**config.mk**
```make
export PLATFORM = sky130hd
export DESIGN_NAME = uart_tx_serializer
export DESIGN_NICKNAME = d
export VERILOG_FILES = /design/src/rtl/uart_tx_serializer.sv
export SDC_FILE = /design/constraint.sdc
export NUM_CORES = 1
export LEC_CHECK = 0
export BUFFER_PORTS_ARGS = -buffer_cell sky130_fd_sc_hd__buf_2
export CORE_UTILIZATION = 30
export DETAILED_ROUTE_END_ITERATION = 12
export PLACE_DENSITY = 0.43
export SYNTH_ARGS = -nofsm -noshare
export SYNTH_HDL_FRONTEND = slang
export SYNTH_SLANG_ARGS = --single-unit
```
**constraint.sdc**
```tcl
create_clock -name clk -period 2 [get_ports clk]
set_input_delay 0.4 -clock clk [delete_from_list [all_inputs] [get_ports clk]]
set_output_delay 0.4 -clock clk [all_outputs]
set_load 0.05 [all_outputs]
```
**src/rtl/uart_tx_serializer.sv**
```systemverilog
// uart_tx_serializer: pops bytes from the transmit FIFO and shifts each one
// out as an asynchronous serial frame: start bit, 8 data bits LSB first,
// optional even parity, then STOP_BITS stop bits.
// Optional feature macro: UART_TX_PARITY_EN adds a PARITY state that sends
// the XOR of the 8 data bits after the last data bit.
module uart_tx_serializer #(
    parameter int CLK_PER_BIT = 868,  // clocks per serial bit, >= 2
    parameter int STOP_BITS   = 1     // 1 or 2
) (
    input  logic       clk,
    input  logic       rst_n,
    input  logic [7:0] dataIn,
    input  logic       dataPresent,
    output logic       read,
    output logic       tx,
    output logic       busy
);
    localparam int            CW        = $clog2(CLK_PER_BIT);
    localparam logic [CW-1:0] BAUD_LOAD = CW'(CLK_PER_BIT - 1);
    localparam logic [2:0]    STOP_LAST = 3'(STOP_BITS - 1);

`ifdef UART_TX_PARITY_EN
    typedef enum logic [2:0] {IDLE, START, DATA, PARITY, STOP} state_t;
`else
    typedef enum logic [1:0] {IDLE, START, DATA, STOP} state_t;
`endif

    state_t        state, state_nxt;
    logic [CW-1:0] baud, baud_nxt;    // clocks left in current bit, minus one
    logic [2:0]    idx, idx_nxt;      // data bit index, then stop bit index
    logic [7:0]    shift, shift_nxt;
    logic          tx_nxt;
    logic          bit_end;
`ifdef UART_TX_PARITY_EN
    logic          par, par_nxt;      // running XOR of data bits already sent
`endif

    assign bit_end = (baud == '0);

    // State register; reset drops straight back to IDLE, abandoning any frame.
    always_ff @(posedge clk) begin
        if (!rst_n) state <= IDLE;
        else        state <= state_nxt;
    end

    // Next-state logic: each non-idle state lasts whole bit times.
    always_comb begin
        state_nxt = state;
        case (state)
            IDLE:   if (dataPresent) state_nxt = START;
            START:  if (bit_end) state_nxt = DATA;
`ifdef UART_TX_PARITY_EN
            DATA:   if (bit_end && idx == 3'd7) state_nxt = PARITY;
            PARITY: if (bit_end) state_nxt = STOP;
`else
            DATA:   if (bit_end && idx == 3'd7) state_nxt = STOP;
`endif
            STOP:   if (bit_end && idx == STOP_LAST) state_nxt = IDLE;
            default: state_nxt = IDLE;
        endcase
    end

    // Datapath next values: baud reload per bit, shift/index advance at bit end.
    always_comb begin
        baud_nxt  = baud;
        idx_nxt   = idx;
        shift_nxt = shift;
`ifdef UART_TX_PARITY_EN
        par_nxt   = par;
`endif
        if (state == IDLE) begin
            if (dataPresent) begin
                baud_nxt  = BAUD_LOAD;
                idx_nxt   = 3'd0;
                shift_nxt = dataIn;  // the only cycle dataIn is looked at
            end
        end else if (bit_end) begin
            baud_nxt = BAUD_LOAD;
            if (state == DATA) begin
                shift_nxt = shift >> 1;
`ifdef UART_TX_PARITY_EN
                par_nxt   = par ^ shift[0];
`endif
                // 7 -> 0 on the last data bit so STOP counts from zero
                idx_nxt   = idx + 3'd1;
            end else if (state == STOP) begin
                idx_nxt = (idx == STOP_LAST) ? 3'd0 : idx + 3'd1;
            end
        end else begin
            baud_nxt = baud - CW'(1);
        end
`ifdef UART_TX_PARITY_EN
        if (state == START) par_nxt = 1'b0;
`endif
    end

    // Output logic: read/busy decode the current state; tx is precomputed from
    // the next state so the registered line changes on the same edge as state.
    always_comb begin
        // gated with rst_n so a held reset never pops a byte it cannot latch
        read = (state == IDLE) && dataPresent && rst_n;
        busy = (state != IDLE);
        case (state_nxt)
            START:  tx_nxt = 1'b0;
            DATA:   tx_nxt = shift_nxt[0];
`ifdef UART_TX_PARITY_EN
            PARITY: tx_nxt = par_nxt;
`endif
            default: tx_nxt = 1'b1;
        endcase
    end

    // Datapath registers and the registered serial line.
    always_ff @(posedge clk) begin
        if (!rst_n) begin
            baud  <= '0;
            idx   <= 3'd0;
            shift <= 8'h00;
            tx    <= 1'b1;
`ifdef UART_TX_PARITY_EN
            par   <= 1'b0;
`endif
        end else begin
            baud  <= baud_nxt;
            idx   <= idx_nxt;
            shift <= shift_nxt;
            tx    <= tx_nxt;
`ifdef UART_TX_PARITY_EN
            par   <= par_nxt;
`endif
        end
    end

endmodule
```
==> flow_metrics.tcl <==
set metrics [dict create \
    slowest_delay_ns 0.52 \
    fmax_mhz 519 \
    hold_path.startpoint "dataIn[7]" \
    port-buffer-count 13 \
    setup_viol 0 \
    critical_path_buf_inv_count 1 \
    holdWs_ns 0.374 \
    synth_warnings 0 \
    clock-root-buffer "clkbuf_8" \
    clock-sinks 24 \
    syn-mean-instance-area_um2 8.43 \
    grt_pass1_vias 1063 \
    nNetsFinal 175 \
    slowest_stage "or3b_2" \
    startpoint_type "register" \
    dieArea_um2 4330 \
    cp_cell_sequence "or3b_2 -> nor2_2 -> buf_2" \
    n_antenna_cell 0 \
    wirelength_mm 2.76 \
    met2_usage 0.241 \
    drt_iter0_drc 42 \
    die_w_um 65.8 \
    path_delay_family "simple AND/OR/NAND/NOR gates" \
    worstMarginPinSlew_ns 0.490 \
    ys_dominant_reg_cell "dfxtp_1" \
    cts_tree "done" \
    cp_max_fo 9 \
    top_usage_layer "met2" \
    power_density_nw_per_um2 849 \
    cts_buffer_depth 2 \
    leakagePower_uw 0.000568 \
    hold_viol_final 0 \
    synth_seq_cells 24 \
    async_flop_share 0 \
    power.total_uw 1200 \
    wire_per_inst_um 13.3 \
    reg2reg_from "baud[0]$_SDFFE_PN0P_" \
    period_share 0.963 \
    drc_errors 0 \
    grt_max_degree 21 \
    place.gp.congestion 0.772 \
    fin_skew_ns 0.00204 \
    antenna_found_initial 0 \
    ys_types 39 \
    synth_nets 160 \
    n_fill_cell 381 \
    synthToLayoutAreaGrowth_pct 15.6 \
    slew_viol_final 0 \
    grt_pass1_wl_mm 4.83 \
    post-place-ws_ns 0.0607 \
    rows 22 \
    slew_headroom 0.673 \
    peakVddDrop_mv 0.307 \
    design_area_um2 1410 \
    ioPinCount 14 \
    initial_utilization 0.324 \
    hold_class "input port to register" \
    synth_area_um2 1220 \
    drtPass1Iterations 4 \
    crit_path_end_kind "output pin" \
    cp.arrival_ns 1.53 \
    status "finished clean" \
    place_area_um2 1340 \
    use_met1 0.184 \
    cap_violations 0 \
    dp_hpwl_mm 1.98 \
    path_clk_slew_ns 0.09 \
    synth_edf_count 0 \
    ant_nets 0 \
    grt_use_total 0.143 \
    fin_crit_ns 1.93 \
    via_per_inst 5.19 \
    clk_latency_ns 0.26 \
    layout-drive-gt1-share 0.226 \
    critPathRequiredTime_ns 1.60 \
    rsz0062_at_grt "true" \
    grt_use_met3 0.0224 \
    cts_buffers 3 \
    critPathKind "register to output pin" \
    overflow 0 \
    via_count 1074 \
    die_h_um 65.8 \
    core_um2 3770 \
    setup_slack_ns 0.0745 \
    crit_start "state[1]$_SDFF_PN0_" \
    ys_seq_area_frac 0.393 \
    synthCells 145 \
    htreeDepth 1 \
]
[tightest hold or removal path: cells and delay by family]
kind / cells / cell delay [ns]
simple gates: 1 / 0.05
buf+inv: 1 / 0.10
compound gates: 1 / 0.05
[kinds of logic (layout without fill, tap and decap cells)]
family,after synthesis,after routing,share of synthesized area
muxes,1,1,0.00819
and+or+nand+nor,56,56,0.262
AOI/OAI and AO/OA,44,44,0.242
adders and majority gates,4,4,0.0409
DFF,24,24,0.393
buffers and inverters,16,30,0.0543
[registers in the layout, indices dropped and copies added (netlist names)]
name,count
baud,10
tx,1
state,2
idx,3
shift,8
[timing repair]
item	4_1_cts	5_1_grt
hold buffers	0	0
buffers inserted	0	1
setup endpoints to repair	0	13
gates resized for setup	0	3
[layout by cell type, fill, tap and decap left out, drive strengths merged, types with 2 or more instances in the layout]
cell type | Yosys | routed
dfxtp | 24 | 24
and3 | 2 | 2
or3 | 2 | 2
a31oi | 4 | 4
a21oi | 16 | 16
a311oi | 2 | 2
o211a | 3 | 3
nand3 | 3 | 3
and2 | 4 | 4
a22oi | 6 | 6
a211oi | 3 | 3
clkbuf | 5 | 4
nor4b | 2 | 2
nand2 | 15 | 15
nor2 | 15 | 15
inv | 8 | 8
o21ai | 5 | 5
nand4 | 4 | 4
buf | 3 | 18
nor3 | 4 | 4
ha | 4 | 4
[stage by stage]
stage / TNS [ns] / cells / util
final: 0 / 207 / 0.375
after global routing: -0.0500 / 207 / 0.375
after CTS: 0 / 206 / 0.371
after detailed placement: 0 / 202 / 0.356
after global placement: 0 / 202 / 0.356
after floorplan: 0 / 145 / -
[metal layers]
layer  routed length, um  share of wire
met1                1410           0.51
met2                1280           0.46
met3                  49          0.018
met4                  23         0.0083
met5                   0              0
[power by group]
group / internal (uW) / total (uW) / switching, uW / leakage (uW)
Sequential: 522 / 571 / 48.3 / 0.000198
Clock: 176 / 331 / 155 / 0.0000288
Combinational: 118 / 298 / 180 / 0.000341
Total: 815 / 1200 / 384 / 0.000568
[worst paths after layout]
kind / cells past startpoint / slack (ns) / end
worst max-delay path: 3 / 0.07 / read
worst min-delay path: 3 / 0.37 / shift[7]$_SDFFE_PN0P_
worst max register to register: 8 / 0.12 / tx$_SDFF_PN1_
worst min register to register: 2 / 0.46 / shift[6]$_SDFFE_PN0P_
[synth_stat cells, types with 2 or more instances]
cell | instances | area [um2]
o211a_1 | 3 | 30.0
dfxtp_1 | 24 | 480
or3_1 | 2 | 12.5
nand4_1 | 4 | 25.0
nand2_1 | 15 | 56.3
a31oi_1 | 3 | 18.8
nor3_1 | 3 | 15.0
o21ai_0 | 5 | 25.0
a311oi_1 | 2 | 17.5
clkbuf_1 | 5 | 18.8
a21oi_1 | 16 | 80.1
inv_1 | 8 | 30.0
a22oi_1 | 6 | 45.0
and2_1 | 2 | 12.5
ha_1 | 4 | 50.1
buf_2 | 2 | 10.0
nor2_1 | 15 | 56.3
and2_2 | 2 | 15.0
a211oi_1 | 3 | 22.5
nand3_1 | 2 | 10.0
[area by class of cell]
type	count	area [um2]	area share
clock buffer	4	55.1	0.0390
inverter	8	30.0	0.0213
multi-input combinational	105	683	0.484
sequential	24	482	0.341
tap	48	60.1	0.0425
timing repair buffer	18	103	0.0726
No activity file was read; power rests on OpenSTA's default activity.
